--- config.mk ---
export PLATFORM = sky130hd
export DESIGN_NAME = registers_file
export DESIGN_NICKNAME = d
export VERILOG_FILES = /design/src/rtl/registers_file.sv
export SDC_FILE = /design/constraint.sdc
export NUM_CORES = 2
export LEC_CHECK = 0
export CAP_MARGIN = 40
export CORE_MARGIN = 4
export CORE_UTILIZATION = 55
export DETAILED_ROUTE_END_ITERATION = 12
export PLACE_DENSITY_LB_ADDON = 0.15
export SLEW_MARGIN = 10
export SYNTH_ARGS = -nofsm -noshare
export SYNTH_HDL_FRONTEND = slang
export SYNTH_SLANG_ARGS = --single-unit
export TNS_END_PERCENT = 20
--- constraint.sdc ---
create_clock -name clk -period 12.4 [get_ports clk]
set_clock_uncertainty 0.05 [all_clocks]
set_input_delay 1.86 -clock clk [delete_from_list [all_inputs] [get_ports clk]]
set_output_delay 1.86 -clock clk [all_outputs]
set_load 0.02 [all_outputs]
--- src/rtl/registers_file.sv ---
// General-purpose register file: two combinational read ports, one clocked write port.
// Register 0 is hardwired to zero. Reset is synchronous.
module registers_file #(
    parameter int DATA_WIDTH = 32,
    parameter int ADDR_WIDTH = 5
) (
    input  logic                  clk,
    input  logic                  rst_n,
    input  logic                  write_enable,
    input  logic [ADDR_WIDTH-1:0] read_reg1,
    input  logic [ADDR_WIDTH-1:0] read_reg2,
    input  logic [ADDR_WIDTH-1:0] write_reg,
    input  logic [DATA_WIDTH-1:0] write_data,
    output logic [DATA_WIDTH-1:0] read_data1,
    output logic [DATA_WIDTH-1:0] read_data2
);

    localparam int DEPTH = 1 << ADDR_WIDTH;

    logic [DATA_WIDTH-1:0] regs [DEPTH];

    always_ff @(posedge clk) begin
        if (!rst_n) begin
            for (int i = 0; i < DEPTH; i++) begin
                regs[i] <= '0;
            end
        end else if (write_enable && (write_reg != '0)) begin
            regs[write_reg] <= write_data;
        end
    end

    // Address 0 is decoded directly so it reads zero even before the first reset.
    always_comb begin
        read_data1 = '0;
        read_data2 = '0;
        if (read_reg1 != '0) read_data1 = regs[read_reg1];
        if (read_reg2 != '0) read_data2 = regs[read_reg2];
    end

endmodule

==> flow_metrics.tcl <==
set metrics [dict create \
    die_w_um 322 \
    period_needed_ns 7.90 \
    hold_violations 0 \
    ctsHtreeMaxLevel 3 \
    power_density_nw_per_um2 139 \
    drtAntennaViolNets 0 \
    seq_area_frac_synth_pct 56.7 \
    gr-total-overflow 0 \
    grt_max_degree 106 \
    crit_arrival_ns 5.99 \
    routedWlPerCell_um 36.2 \
    fp.dieH_um 322 \
    worst_slew_pin_slew_ns 1.09 \
    slowest_delay_ns 0.75 \
    layout_commonest_cell "edfxtp_1" \
    final.setup.tns_ns 0 \
    rows 114 \
    cp-start-kind "primary input" \
    fin_nets 3567 \
    routed_wl_um 177000 \
    reg.largest.list "regs: 1024 flops" \
    fin_crit_sh_pct 63.7 \
    clockRootBuffer "clkbuf_16" \
    critPathBufInv 4 \
    critPathTopFamily "buffers and inverters" \
    drc 0 \
    crit_path_cell_trace "buf_6 -> buf_4 -> nor2b_4 -> buf_4 -> a2111oi_1 -> nor3_1 -> clkdlybuf4s50_1" \
    slowest_stage "clkdlybuf4s50_1" \
    rsz0062_at_grt "no" \
    cap_violations 0 \
    postCtsSetupBuffers 0 \
    setup_viol 0 \
    dr_total_vias 34800 \
    path_clk_slew_ns 0.06 \
    worstSetupPathType "primary input to primary output" \
    viasPerCell 7.10 \
    synthCells 3507 \
    gp_congestion 0.880 \
    synth_top_flop_cell "edfxtp_1" \
    crit_fanout 60 \
    synth_cell_types 45 \
    antenna_found_initial 12 \
    grt_pass1_vias 35500 \
    largest_reg_flops 1024 \
    multi_input_area_um2 22200 \
    fill_cells 6961 \
    top_register "regs" \
    synth_warnings 0 \
    outcome "completed" \
    clock_path_buffers 3 \
    io_pins 114 \
    slew_violations 0 \
    post-route-util_pct 62.4 \
    core_um2 97300 \
    cts_resized 0 \
    die-area_um2 104000 \
    mostFrequentLayoutCells "edfxtp_1, and2_1, mux4_2" \
    pre_cts_ws_ns 4.65 \
    end_kind "primary output" \
    cts_tree "done" \
    area_growth_pct 11.9 \
    async_reset_ff_share_pct 0 \
    start_util_pct 55.7 \
    synth_area_um2 54200 \
    vdd.ir_drop.worst_mv 0.130 \
    io_buffer_count 113 \
    clock-sinks 1024 \
    drive_gt1_share_pct 24.4 \
    p_leak_uw 0.0207 \
    cpMostUsedCell "buf_4" \
    cts_buffers 108 \
    timing.fmax_mhz 127 \
    worst_slack_ns 4.50 \
    maxSlewHeadroom_pct 27.0 \
    hold_buffers 0 \
    dp_hpwl_um 101000 \
    syn_avg_cell_area_um2 15.5 \
    drtPass1Iterations 5 \
    ys_seq_elements 1024 \
    synth-edff-count 1024 \
    drtIter0Drc 5402 \
    grt_pass1_wl_um 252000 \
    hp-class "primary input to register" \
    regArea_um2 30700 \
    cp.required_ns 10.49 \
    gr-usage-all-layers_pct 34.4 \
]
## power breakdown
part           internal [uW]  switching [uW]  total [uW]
Sequential              4000             103        4110
Combinational            460             617        1080
Clock                   1860            1390        3250
## through the flow
| stage | cells | hold WS [ns] | area, um2 | total power, uW |
|---|---|---|---|---|
| floorplan | 3538 | 2.01 | 54300 | 4790 |
| global placement | 4637 | 3.12 | 56500 | 5180 |
| detailed placement | 4679 | 2.58 | 57100 | 5230 |
| CTS | 4885 | 1.85 | 60600 | 8430 |
| global route | 4891 | 1.87 | 60700 | 8650 |
| finish | 4896 | 1.90 | 60700 | 8430 |
## worst paths after layout
| kind | startpoint | to | depth (start not counted) |
|---|---|---|---|
| worst max-delay path | read_reg1[2] | read_data1[20] | 7 |
| worst min-delay path | write_data[12] | regs[25][12] | 2 |
## routing by layer
metal | track usage, % | wire (um) | vias to the layer above
li1 | - | - | 13600
met1 | 45.6 | 62300 | 18000
met2 | 54.1 | 83700 | 2622
met3 | 7.33 | 20200 | 549
met4 | 18.1 | 10800 | 6
met5 | 0 | 30 | -
## cells in the mapped netlist, types with 5 or more instances
cell type / n / area share [%]
buf_4: 45 / 0.62
a211oi_1: 7 / 0.097
o21ai_0: 35 / 0.32
edfxtp_1: 1024 / 57
nand2_1: 9 / 0.062
nor4_1: 5 / 0.058
and2_1: 995 / 11
mux4_2: 472 / 20
nand3b_1: 5 / 0.069
buf_2: 31 / 0.29
a2111oi_1: 32 / 0.59
a2111oi_0: 23 / 0.37
nor2_1: 37 / 0.26
nor2b_1: 14 / 0.16
nand3_1: 5 / 0.046
mux2_2: 30 / 0.62
a22oi_1: 16 / 0.22
a22o_1: 51 / 0.82
nor3_1: 54 / 0.50
a21oi_1: 12 / 0.11
buf_1: 15 / 0.10
buf_6: 22 / 0.46
mux2i_1: 150 / 2.8
o22ai_1: 103 / 1.2
nand2b_1: 5 / 0.058
clkbuf_1: 274 / 1.9
## cell type report
cell class	count	area share, %
Multi-Input combinational cell	2122	36.6
Inverter	3	0.0185
Tap cell	1276	2.63
Clock buffer	136	4.62
Antenna cell	7	0.0289
Sequential cell	1024	50.7
Timing Repair Buffer	258	4.29
Clock inverter	70	1.16
## cells by family (layout without fill, tap and decap cells)
group	count (synthesis)	in the layout	synth area share, %
DFF	1024	1024	56.7
and+or+nand+nor	1148	1148	13.0
buffers and inverters	392	467	3.41
other	1	39	0.00691
muxes	652	652	23.0
AOI/OAI and AO/OA	290	290	3.92
Note: power is estimated with default switching activity, not from simulation.
